`src/rtl/sseg_scan_mux.sv`:
```
// Scan driver for a common-anode multi-digit 7-segment display: one nibble and
// one active-low anode per slot, with frame-synchronous updates and blanking.
module sseg_scan_mux #(
    parameter int NUM_DIGITS   = 4,
    parameter int REFRESH_DIV  = 50000,
    parameter int BLANK_CYCLES = 16
) (
    input  logic                    clk,
    input  logic                    rst_n,
    input  logic                    load,
    input  logic [4*NUM_DIGITS-1:0] value,
    input  logic [NUM_DIGITS-1:0]   dp_in,
    input  logic                    lz_blank,
    output logic [3:0]              hex,
    output logic [NUM_DIGITS-1:0]   an,
    output logic                    dp,
    output logic                    scan_tick
);

    localparam int CW = (REFRESH_DIV > 1) ? $clog2(REFRESH_DIV) : 1;
    localparam int IW = (NUM_DIGITS > 1) ? $clog2(NUM_DIGITS) : 1;
    localparam logic [CW-1:0] CNT_LAST  = CW'(REFRESH_DIV - 1);
    localparam logic [CW-1:0] CNT_BLANK = CW'(BLANK_CYCLES);
    localparam logic [IW-1:0] IDX_LAST  = IW'(NUM_DIGITS - 1);

    // load is a one-cycle strobe with no ready: every edge that sees load=1
    // overwrites the pending register, so the last strobe before a frame
    // boundary is the one that gets displayed.
    logic [CW-1:0]           cnt;
    logic [IW-1:0]           idx;
    logic [4*NUM_DIGITS-1:0] pending;
    logic [4*NUM_DIGITS-1:0] active;
    logic [NUM_DIGITS-1:0]   pend_dp;
    logic [NUM_DIGITS-1:0]   act_dp;

    logic                    slot_end;
    logic                    frame_end;
    logic [3:0]              cur_nib;
    logic                    cur_dp;
    logic                    cur_supp;
    logic [NUM_DIGITS-1:0]   supp;
    logic                    zero_run;
    logic                    an_on;
    logic [NUM_DIGITS-1:0]   an_next;
    logic                    dp_next;

    assign slot_end  = (cnt == CNT_LAST);
    assign frame_end = slot_end && (idx == IDX_LAST);

    // A digit is suppressed when it and everything to its left is a zero
    // nibble with no decimal point; digit 0 always stays lit.
    always_comb begin
        supp     = '0;
        zero_run = 1'b1;
        for (int i = NUM_DIGITS - 1; i >= 0; i--) begin
            zero_run = zero_run && (active[4*i +: 4] == 4'h0) && !act_dp[i];
            if (i != 0) begin
                supp[i] = lz_blank && zero_run;
            end
        end
    end

    always_comb begin
        cur_nib  = 4'h0;
        cur_dp   = 1'b0;
        cur_supp = 1'b0;
        for (int i = 0; i < NUM_DIGITS; i++) begin
            if (idx == IW'(i)) begin
                cur_nib  = active[4*i +: 4];
                cur_dp   = act_dp[i];
                cur_supp = supp[i];
            end
        end
    end

    always_comb begin
        an_on   = (cnt >= CNT_BLANK) && !cur_supp;
        an_next = '1;
        for (int i = 0; i < NUM_DIGITS; i++) begin
            if (an_on && (idx == IW'(i))) begin
                an_next[i] = 1'b0;
            end
        end
        dp_next = an_on ? ~cur_dp : 1'b1;
    end

    always_ff @(posedge clk) begin
        if (!rst_n) begin
            cnt       <= '0;
            idx       <= '0;
            pending   <= '0;
            active    <= '0;
            pend_dp   <= '0;
            act_dp    <= '0;
            hex       <= 4'h0;
            an        <= '1;
            dp        <= 1'b1;
            scan_tick <= 1'b0;
        end else begin
            if (slot_end) begin
                cnt <= '0;
                idx <= (idx == IDX_LAST) ? '0 : idx + 1'b1;
            end else begin
                cnt <= cnt + 1'b1;
            end
            scan_tick <= slot_end;

            // Commit reads pending before this edge's load lands, so a load
            // coinciding with the wrap waits one more frame.
            if (frame_end) begin
                active <= pending;
                act_dp <= pend_dp;
            end
            if (load) begin
                pending <= value;
                pend_dp <= dp_in;
            end

            hex <= cur_nib;
            an  <= an_next;
            dp  <= dp_next;
        end
    end

endmodule

```
`config.mk`:
```
export PLATFORM = sky130hd
export DESIGN_NAME = sseg_scan_mux
export DESIGN_NICKNAME = d
export VERILOG_FILES = /design/src/rtl/sseg_scan_mux.sv
export SDC_FILE = /design/constraint.sdc
export NUM_CORES = 1
export LEC_CHECK = 0
export BUFFER_PORTS_ARGS = -buffer_cell sky130_fd_sc_hd__buf_4
export CORE_ASPECT_RATIO = 0.5
export CORE_MARGIN = 2
export CORE_UTILIZATION = 40
export DETAILED_ROUTE_END_ITERATION = 10
export GPL_TIMING_DRIVEN = 0
export HOLD_SLACK_MARGIN = 0.06
export PLACE_DENSITY = 0.57
export SLEW_MARGIN = 20
export SYNTH_ARGS = -nofsm -noshare
export SYNTH_HDL_FRONTEND = slang
export SYNTH_SLANG_ARGS = --single-unit
```
`constraint.sdc`:
```
create_clock -name clk -period 4.8 [get_ports clk]
set_input_delay 0.96 -clock clk [delete_from_list [all_inputs] [get_ports clk]]
set_output_delay 0.96 -clock clk [all_outputs]
set_load 0.1 [all_outputs]
```
# After elaboration in Yosys (flattened, before gate mapping)
# Cells that the tools add are included.
word_totals:
  elab_cells: 59
  regBits: 68
  output_inout_bits: 10
op_classes:
  n_addsub: 2
  reduce_logical: 24
  n_eq_ne: 4
  n_bitwise: 2
  muxes: 16
  magnitude_cmp: 1
op_table:
  columns: ["operator", "count"]
  rows:
  - ["16-bit by 1-bit adder with 16-bit output (second input constant)", 1]
  - ["16-bit equality test (second input constant)", 1]
  - ["16-bit by 5-bit greater-or-equal comparator with 1-bit output (second input constant)", 1]
  - ["4-bit two-way mux", 4]
  - ["1-bit logical AND", 14]
  - ["4-bit logical NOT", 3]
  - ["1-bit two-way mux", 11]
  - ["2-bit equality test (second input constant)", 2]
  - ["1-bit logical NOT", 4]
  - ["2-bit by 1-bit adder with 2-bit output (second input constant)", 1]
  - ["2-bit by 1-bit equality test with 1-bit output (second input constant)", 1]
  - ["2-bit logical NOT", 1]
  - ["2-bit two-way mux", 1]
  - ["1-bit inverter", 2]
  - ["2-bit AND reduction", 1]
  - ["2-bit OR reduction", 1]

# Depth between registers and ports, before layout
# Gate-level depths: netlist (run 1).
depth:
  ltp_word: 14
  depth_mapped: 7
  depth_no_buf: 6

# Worst setup path before layout (run 1)
# OpenSTA, ideal clock, no wires.
synth_timing:
  path_type: "register -> output"
  from: "register an[0]"
  to: "output an[0]"
  t_arrival_ns: 0.909
  n_path_buf: 0
  stages_incl_launch_ff: 1
  path_slack_ns: 2.931
  cell_sequence: "dfxtp_1"
synth_rtl:
  columns: ["item", "line_no", "text"]
  rows:
  - ["from (decl)", "15", "output logic [NUM_DIGITS-1:0] an,"]
  - ["from (signal assigned)", "120", "an <= an_next;"]
# No word-level cell between the ends.

# Final worst setup path (run 1)
layout_timing:
  from: "register cnt[0]"
  to: "register cnt[7]"
layout_between:
  elab_chain_cells: 2
  elab_cells_between_ends: 3
  cone_classes: "add/sub (1); eq/ne (1); reduce/logical (1)"
layout_lines:
  columns: ["item", "line_no", "text"]
  rows:
  - ["from (decl)", "29", "logic [CW-1:0] cnt;"]
  - ["from (signal assigned)", "104", "cnt <= cnt + 1'b1;"]
  - ["branches (longest 2 deep; another with 16-bit by 1-bit adder with 16-bit output)", null, null]
# Parallel ways; which one is timed is not known.
# A chain may end at the register's enable or synchronous reset.

==> results of run 1 <==
==> power by group <==
part / internal (W) / switching (W) / leakage (nW) / total, W
clock: 0.000426 / 0.000234 / 0.155 / 0.000660
sequential: 0.000577 / 0.00000843 / 0.552 / 0.000586
combinational: 0.0000256 / 0.0000242 / 0.566 / 0.0000498
total: 0.00103 / 0.000267 / 1.27 / 0.00130
==> cell usage after synthesis (all sizes together) <==
library cell / n / area, um^2
xor2: 2 / 17.5
ha: 6 / 75.1
a41oi: 1 / 8.76
or4: 2 / 15.0
o31a: 1 / 8.76
nand2b: 1 / 6.26
xnor2: 10 / 87.6
a311oi: 1 / 8.76
nand2: 14 / 55.1
or3: 2 / 12.5
nand3b: 5 / 37.5
nor3: 6 / 30.0
nor2: 37 / 139
buf: 4 / 22.5
dfxtp: 68 / 1360
nand4: 23 / 144
a21oi: 35 / 175
inv: 12 / 45.0
mux2i: 20 / 200
and2: 1 / 6.26
clkbuf: 17 / 65.1
a22o: 1 / 8.76
nor4: 9 / 56.3
o21ai: 29 / 145
nand3: 14 / 80.1
a31o: 1 / 8.76
==> registers in the layout, summed over array words and instances, names as in the netlist, 2 cells and up <==
register,cells
cnt,16
hex,4
act_dp,4
pend_dp,4
pending,16
active,16
an,4
idx,2
==> layout make-up <==
cell class	instances	area (um^2)
clock inverters	5	50.0
repair buffers	32	240
well taps	92	115
flip-flops and latches	68	1360
plain buffers	21	87.6
multi-input cells	221	1330
fillers	667	3270
inverters	12	45.0
clock buffers	11	253
==> per-stage QoR <==
step,hold WS [ns],utilization [%],cell area (um^2)
5_1_grt,0.494,51.5,3480
3_5_place_dp,0.464,47.0,3180
4_1_cts,0.476,51.5,3480
3_3_place_gp,0.459,47.0,3180
2_1_floorplan,0.441,-,2820
6_report,0.476,51.5,3480
==> kinds of logic (layout without fill, tap and decap cells) <==
logic type	count (synthesis)	after routing	synth area share [%]
buffers and inverters	33	81	4.70
AO/OA/AOI/OAI	69	69	12.9
XOR/XNOR	12	12	3.73
adder cells (fa/ha/maj)	6	6	2.66
AND/OR/NAND/NOR	114	114	20.6
flip-flops	68	68	48.3
multiplexers	20	20	7.10
==> worst max-delay path, cell delays in order, from the launching register on <==
cell and delay (ns):
dfxtp_1 0.39, ha_1 0.25, nand3_2 0.12, or3_1 0.39
clkbuf_2 0.16, o21ai_1 0.42, buf_4 0.27, nor2_1 0.06
==> worst paths after layout <==
kind              startpoint        end  cells past startpoint
hold reg to reg   pend_dp[2]  act_dp[2]                      2
setup / recovery      cnt[0]     cnt[7]                      7
setup reg to reg      cnt[0]     cnt[7]                      7
hold / removal    pend_dp[2]  act_dp[2]                      2
==> routing by layer <==
| metal | track usage, % | wire, um | up-vias |
|---|---|---|---|
| met4 | 5.60 | 69 | 0 |
| met5 | 0 | 0 | - |
| li1 | - | - | 1231 |
| met2 | 24.0 | 2500 | 37 |
| met3 | 7.61 | 318 | 7 |
| met1 | 24.7 | 3360 | 1087 |
==> summary.md, run 1 <==
| Metric | Value |
|---|---|
| DP Worst Slack | 2.65 ns |
| Die height | 63.4 um |
| Initial core utilization | 41.8% |
| Initial antenna violation count | 0 |
| Flops & latches, synth | 68 |
| Max-slew headroom | 51.9% |
| IO Count | 34 |
| Layout area overhead | 23.3% |
| Final worst path period need | 2.16 ns |
| CTS tree | built |
| Final Wtd Congestion | 0.846 |
| Cell Pwr Density | 372 nW/um^2 |
| Synth Cell Area | 2820 um^2 |
| Post-Route WL | 6.25 mm |
| Setup-failing EPs final | 0 |
| Drt drc | 0 |
| Num CTS Buffers | 9 |
| Cell Rows | 21 |
| PostCTS Resize Cnt | 0 |
| Syn_nets | 352 |
| First-pass GRT wire length | 10.5 mm |
| Max H-tree Level | 3 |
| CP arrival | 2.39 ns |
| Worst EP required | 5.03 ns |
| CTS root buffer | clkbuf_16 |
| Most common cell after layout, fill and taps aside | dfxtp_1 |
| Final worst-path setup slack | 2.64 ns |
| Flop2flop setup slack | 2.64 ns |
| Crit share post-route | 45.1% |
| Leak | 1.27 nW |
| Die W | 123 um |
| Hpwl dp | 4.67 mm |
| Non-Filler Instances | 462 |
| HP Class | register to register |
| Drt first pass iters | 4 |
| Critical Path Start Type | register |
| Via Count | 2362 |
| Slew Viols, Final | 0 |
| Post-CTS Setup Repair Bufs | 0 |
| DRT iter0 DRCs | 134 |
| Share of cells above drive strength 1 | 15.7% |
| FMAX | 462 MHz |
| Worst-Margin Slew | 0.722 ns |
| Clock slew at reported path FFs | 0.05 ns |
| Yosys cell types | 32 |
| Seq/Total Area, Yosys | 48.3% |
| Core Footprint | 6750 um^2 |
| Total power | 0.00130 W |
| # diodes | 0 |
| Max Cap Viol | 0 |
| Total GRT Usage | 17.6% |
| Post-Syn Instances | 322 |
| Largest net degree at the start of global routing | 12 |
| Cts hold-fix bufs | 0 |
| Final ANT Viol Nets | 0 |
| RSZ-0062 raised after global routing | no |
| Clock Sinks | 68 |
| Die area | 7780 um^2 |
| Max VDD drop | 0.172 mV |
| GR Overflow Total | 0 |
| Status | complete, no violations |
| Clock tree buffer depth | 2 |
| Worst Setup End Kind | register |
| Crit Path Max Fanout | 10 |
| Final #Nets | 395 |
| Number of global-route vias before repair | 2206 |
| Cell count after placement | 446 |
| Yosys warning count | 0 |
| Setup Skew | 0.00894 ns |
| Final hold vios | 0 |
| IO buf count | 32 |
| Clk_lat worst skew | 0.34 ns |
| Most frequent cells in the layout | dfxtp_1 (68), nor2_1 (37), a21oi_1 (35) |
| Setup CP Type | register to register |
| Setup TNS | 0 ns |
| Syn Area/Cell | 8.76 um^2 |
| Routed len/inst | 13.5 um |
| Post-DR vias/cell | 5.11 |
(Power assumes the default switching activity.)
==> run 2: changes to the inputs <==
Clock period 4.8 ns to 2.2 ns, I/O delays scaled along.
==> run 2 against run 1 <==
Sequential cell count stayed put; critical path depth stayed put; clock power is 120% higher; worst hold slack worse by 0.14 ns; maximum frequency is 7.0% higher; largest cell class unchanged; clock skew is 0.00053 ns lower; setup slack worse by 2.5 ns; die area stayed put; sequential share of layout area hardly changed; critical endpoint unchanged; cell count stayed put; register-to-register slack worse by 2.5 ns.
==> summary.md, run 2 (synthesized netlist as in run 1, its figures left out) <==
| Metric | Value |
|---|---|
| Status | complete, no violations |
| Worst R2R Path Depth | 7 (unchanged) |
| Initial core utilization | 41.8% (unchanged) |
| Cell Pwr Density | 811 nW/um^2 (+120%) |
| Post-Route WL | 6.25 mm (about the same) |
| Layout area overhead | 23.5% |
| Final #Nets | 395 (unchanged) |
| Leak | 1.27 nW (about the same) |
| Max Cap Viol | 0 (unchanged) |
| Largest net degree at the start of global routing | 12 (unchanged) |
| Share of cells above drive strength 1 | 15.9% (+0.27 points) |
| Final Wtd Congestion | 0.846 (unchanged) |
| Die height | 63.4 um (unchanged) |
| Num CTS Buffers | 9 (unchanged) |
| Final worst path period need | 2.02 ns (-0.142 ns) |
| Worst EP required | 2.43 ns (-2.60 ns) |
| Die area | 7780 um^2 (unchanged) |
| Drt first pass iters | 4 (unchanged) |
| Worst-Margin Slew | 0.732 ns (+0.0105 ns) |
| Slew Viols, Final | 0 (unchanged) |
| Max-slew headroom | 51.2% (-0.70 points) |
| Most common cell after layout, fill and taps aside | dfxtp_1 |
| Setup TNS | 0 ns (unchanged) |
| RSZ-0062 raised after global routing | no |
| Setup CP Type | register to register |
| WHS Path Cells | 3 (+1) |
| Cell Rows | 21 (unchanged) |
| Total power | 0.00283 W (+120%) |
| Post-DR vias/cell | 5.10 (-0.17%) |
| R2R Path End | cnt[7] |
| Hpwl dp | 4.67 mm (unchanged) |
| Setup Skew | 0.00841 ns (-0.000525 ns) |
| Initial antenna violation count | 0 (unchanged) |
| Crit Path Max Fanout | 10 (unchanged) |
| Post-CTS Setup Repair Bufs | 0 (unchanged) |
| Hold Path Sink | pend_dp[0] |
| HP Class | primary input to register |
| CTS root buffer | clkbuf_16 |
| DP Worst Slack | 0.0452 ns (-2.60 ns) |
| # diodes | 0 (unchanged) |
| Crit share post-route | 91.9% (+47 points) |
| DRT iter0 DRCs | 131 (-2.2%) |
| Number of global-route vias before repair | 2206 (unchanged) |
| Cts hold-fix bufs | 0 (unchanged) |
| Most frequent cells in the layout | dfxtp_1 (68), nor2_1 (37), a21oi_1 (35) |
| Flop2flop setup slack | 0.18 ns (-2.46 ns) |
| IO buf count | 32 (unchanged) |
| Final ANT Viol Nets | 0 (unchanged) |
| CP arrival | 2.25 ns (-0.14 ns) |
| Total GRT Usage | 17.6% (unchanged) |
| Max VDD drop | 0.375 mV (+120%) |
| Final hold vios | 0 (unchanged) |
| Hold Startpoint | dp_in[0] |
| Core Footprint | 6750 um^2 (unchanged) |
| First-pass GRT wire length | 10.5 mm (unchanged) |
| Critical Path Start Type | register |
| Setup-failing EPs final | 0 (unchanged) |
| CTS tree | built |
| GR Overflow Total | 0 (unchanged) |
| Largest regs | active x16, cnt x16, pending x16 |
| Clock Sinks | 68 (unchanged) |
| Worst Setup End Kind | register |
| FMAX | 494 MHz (+7.0%) |
| Clk_lat worst skew | 0.34 ns (about the same) |
| Drt drc | 0 (unchanged) |
| Worst R2R Start | cnt[0] |
| Final worst-path setup slack | 0.177 ns (-2.46 ns) |
| Clock slew at reported path FFs | 0.05 ns (about the same) |
| Max H-tree Level | 3 (unchanged) |
| IO Count | 34 (unchanged) |
| Routed len/inst | 13.5 um (about the same) |
| Die W | 123 um (unchanged) |
| Clock tree buffer depth | 2 (unchanged) |
| Via Count | 2358 (-0.17%) |
run 2: cell count changes in the layout (fill, tap and decap cells not counted):
| cell | previous run | this run |
|---|---|---|
| o21ai_1 | 1 | 0 |
| o21ai_2 | 0 | 1 |
run 2: worst max path at each step:
stage	start	to	slack, ns
6_report	cnt[0]	cnt[7]	0.18
5_1_grt	cnt[0]	active[11]	0.02
4_1_cts	cnt[0]	cnt[8]	0.03
3_5_place_dp	cnt[0]	cnt[9]	0.05
3_3_place_gp	cnt[0]	cnt[7]	0.07
2_1_floorplan	cnt[0]	cnt[7]	0.36
run 2: what timing repair did:
item,CTS,global route
resized for setup,0,1
endpoints found under the hold margin,0,0
setup endpoints to repair,0,10
run 2: metal layers:
metal | vias to the layer above | part of all wire, % | routed length, um | track usage [%]
met4 | 0 | 1.1 | 69 | 5.60
met2 | 27 | 40 | 2500 | 24.0
met5 | - | 0 | 0 | 0
met1 | 1092 | 54 | 3400 | 24.7
li1 | 1232 | - | - | -
met3 | 7 | 4.5 | 280 | 7.61
run 2: stage by stage:
step                      std cells  util (%)  instance area, um^2  hold slack [ns]
final                           462      51.6                 3480            0.335
after global routing            462      51.6                 3480            0.334
after CTS                       462      51.5                 3480            0.331
after detailed placement        446      47.0                 3180            0.464
after global placement          446      47.0                 3180            0.459
after floorplan                 322         -                 2820            0.441
run 2: worst max-delay path, cell delays in order (launching register included):
cell and delay, ns:
dfxtp_1 0.39, ha_1 0.25, nand3_2 0.12, or3_1 0.39
clkbuf_2 0.17, o21ai_2 0.30, buf_4 0.24, nor2_1 0.06
run 2: cell type report:
cell class / count / area [um^2]
tap: 92 / 115
fill: 667 / 3270
sequential: 68 / 1360
inverter: 12 / 45.0
multi-input combinational: 221 / 1330
clock buffer: 11 / 253
timing repair buffer: 32 / 240
buffer: 21 / 87.6
clock inverter: 5 / 50.0
run 2: report_power, final:
part           switching [W]  internal, W
clock network       0.000509     0.000929
registers          0.0000185      0.00126
logic              0.0000531    0.0000561
==> run 3: changes to the inputs <==
Settings changed: CORE_UTILIZATION 40 to 30, PLACE_DENSITY 0.57 to 0.46.
==> run 3 against run 2 <==
Non-clock buffer count did not move; clock skew decreased by 0.0027 ns; sequential share of layout area decreased by 0.46 points; critical endpoint is now cnt[9].
==> summary.md, run 3 (synthesized netlist as in run 1, its figures left out) <==
| Metric | Value |
|---|---|
| Final Wtd Congestion | 0.829 (-2.0%) |
| Clk_lat worst skew | 0.34 ns (about the same) |
| Leak | 1.28 nW (+0.16%) |
| CP Cell Sequence | ha_1 > nand3_2 > or3_1 > clkbuf_2 > o21ai_2 > buf_4 > nor2_1 |
| Routed len/inst | 14.5 um (+7.3%) |
| Number of global-route vias before repair | 2355 (+6.8%) |
| First-pass GRT wire length | 11.7 mm (+11%) |
| Post-DR vias/cell | 5.00 (-2.0%) |
| Max-slew headroom | 52.2% (+0.98 points) |
| Most common cell after layout, fill and taps aside | dfxtp_1 |
| Share of cells above drive strength 1 | 16.5% (+0.54 points) |
| DRT iter0 DRCs | 174 (+33%) |
| Core Util, Final | 39.5% (-12 points) |
| Critical Path Start Type | register |
| RSZ-0062 raised after global routing | no |
| Total GRT Usage | 14.8% (-2.9 points) |
| Cts hold-fix bufs | 0 (unchanged) |
| Cell Rows | 24 (+14%) |
| Final hold vios | 0 (unchanged) |
| Final instance area | 3520 um^2 (+1.2%) |
| Clock slew at reported path FFs | 0.06 ns (about the same) |
| Worst-Margin Slew | 0.718 ns (-0.0147 ns) |
| Drt first pass iters | 4 (unchanged) |
| Max VDD drop | 0.374 mV (-0.23%) |
| Most frequent cells in the layout | dfxtp_1 (68), nor2_1 (37), a21oi_1 (35) |
| FMAX | 493 MHz (-0.36%) |
| CP delay by family, top | simple AND/OR/NAND/NOR gates |
| Worst EP required | 2.43 ns (about the same) |
| Via Count | 2435 (+3.3%) |
| IO buf count | 32 (unchanged) |
| PostCTS Resize Cnt | 1 (+1) |
| Largest net degree at the start of global routing | 12 (unchanged) |
| Clock Sinks | 68 (unchanged) |
| Fillers | 904 (+36%) |
| # diodes | 0 (unchanged) |
| Final #Nets | 395 (unchanged) |
| Largest regs | active x16, cnt x16, pending x16 |
| CP Launch Point | cnt[0] |
| Placed Area | 3210 um^2 (+0.99%) |
| Post-CTS Setup Repair Bufs | 0 (unchanged) |
| Core Footprint | 8920 um^2 (+32%) |
| Post-Route WL | 7.07 mm (+13%) |
| Final ANT Viol Nets | 0 (unchanged) |
| HP Class | primary input to register |
| Final worst path period need | 2.03 ns (+0.00737 ns) |
| Max Cap Viol | 0 (unchanged) |
| Die area | 10200 um^2 (+32%) |
| Layout area overhead | 24.9% |
| Die height | 72.6 um (+14%) |
| Worst Setup End Kind | register |
| Worst R2R Start | cnt[0] |
| Hold_ws | 0.341 ns (+0.00563 ns) |
| Setup-failing EPs final | 0 (unchanged) |
| Cell Pwr Density | 807 nW/um^2 (-0.49%) |
| CTS root buffer | clkbuf_16 |
| Max H-tree Level | 3 (unchanged) |
| Setup CP Type | register to register |
| Initial core utilization | 31.6% (-10 points) |
| Num CTS Buffers | 9 (unchanged) |
| GR Overflow Total | 0 (unchanged) |
| Crit share post-route | 92.3% (+0.34 points) |
| Crit-path slowest cell | dfxtp_1 |
| CP arrival | 2.26 ns (about the same) |
| Drt drc | 0 (unchanged) |
| Status | complete, no violations |
| Setup Skew | 0.00571 ns (-0.00270 ns) |
| Initial antenna violation count | 0 (unchanged) |
| Clock tree buffer depth | 2 (unchanged) |
| CTS tree | built |
| IO Count | 34 (unchanged) |
| Hold Startpoint | value[2] |
| Hpwl dp | 5.19 mm (+11%) |
| Slew Viols, Final | 0 (unchanged) |
| Crit Path Max Fanout | 10 (unchanged) |
| WP buf/inv | 2 (unchanged) |
| Die W | 141 um (+15%) |
| Critical Path Max Stage Delay | 0.39 ns (about the same) |
run 3: final timing paths:
check        slack (ns)          to  depth (start not counted)
max reg2reg        0.17      cnt[9]                          7
max                0.17      cnt[9]                          7
min                0.34  pending[2]                          3
min reg2reg        0.48      cnt[0]                          1
run 3: metrics by stage:
stage	TNS [ns]	total power (W)	worst slack, ns	std cells
floorplan	0	0.00136	0.365	322
detailed placement	-0.541	0.00141	-0.0585	471
global route	0	0.00295	0.0236	487
global placement	-0.527	0.00141	-0.0564	471
finish	0	0.00284	0.170	487
CTS	0	0.00289	0.0201	487
run 3: worst min-delay path: cells and delay by family:
family | cells | cell delay (ns)
simple gates | 1 | 0.07
buf+inv | 1 | 0.08
mux | 1 | 0.05
run 3: cell type report:
cell class	instances	area, um^2	share of cell area [%]
Timing Repair Buffer	32	240	6.82
Clock inverter	4	47.5	1.35
Sequential cell	68	1360	38.6
Tap cell	117	146	4.15
Multi-Input combinational cell	221	1340	37.9
Inverter	12	45.0	1.28
Clock buffer	12	256	7.28
Buffer	21	90.1	2.56
run 3: report_power, final:
| group | total, W | switching (W) | internal [W] |
|---|---|---|---|
| Sequential | 0.00128 | 0.0000182 | 0.00126 |
| Combinational | 0.000109 | 0.0000532 | 0.0000559 |
| Clock | 0.00146 | 0.000524 | 0.000934 |
| Total | 0.00284 | 0.000596 | 0.00225 |
run 3: metal layers:
metal,vias up,routed length (um),track usage (%)
met5,-,0,0
met4,0,76,5.11
met3,7,308,5.48
met2,39,3300,23.5
met1,1165,3390,18.6
li1,1224,-,-
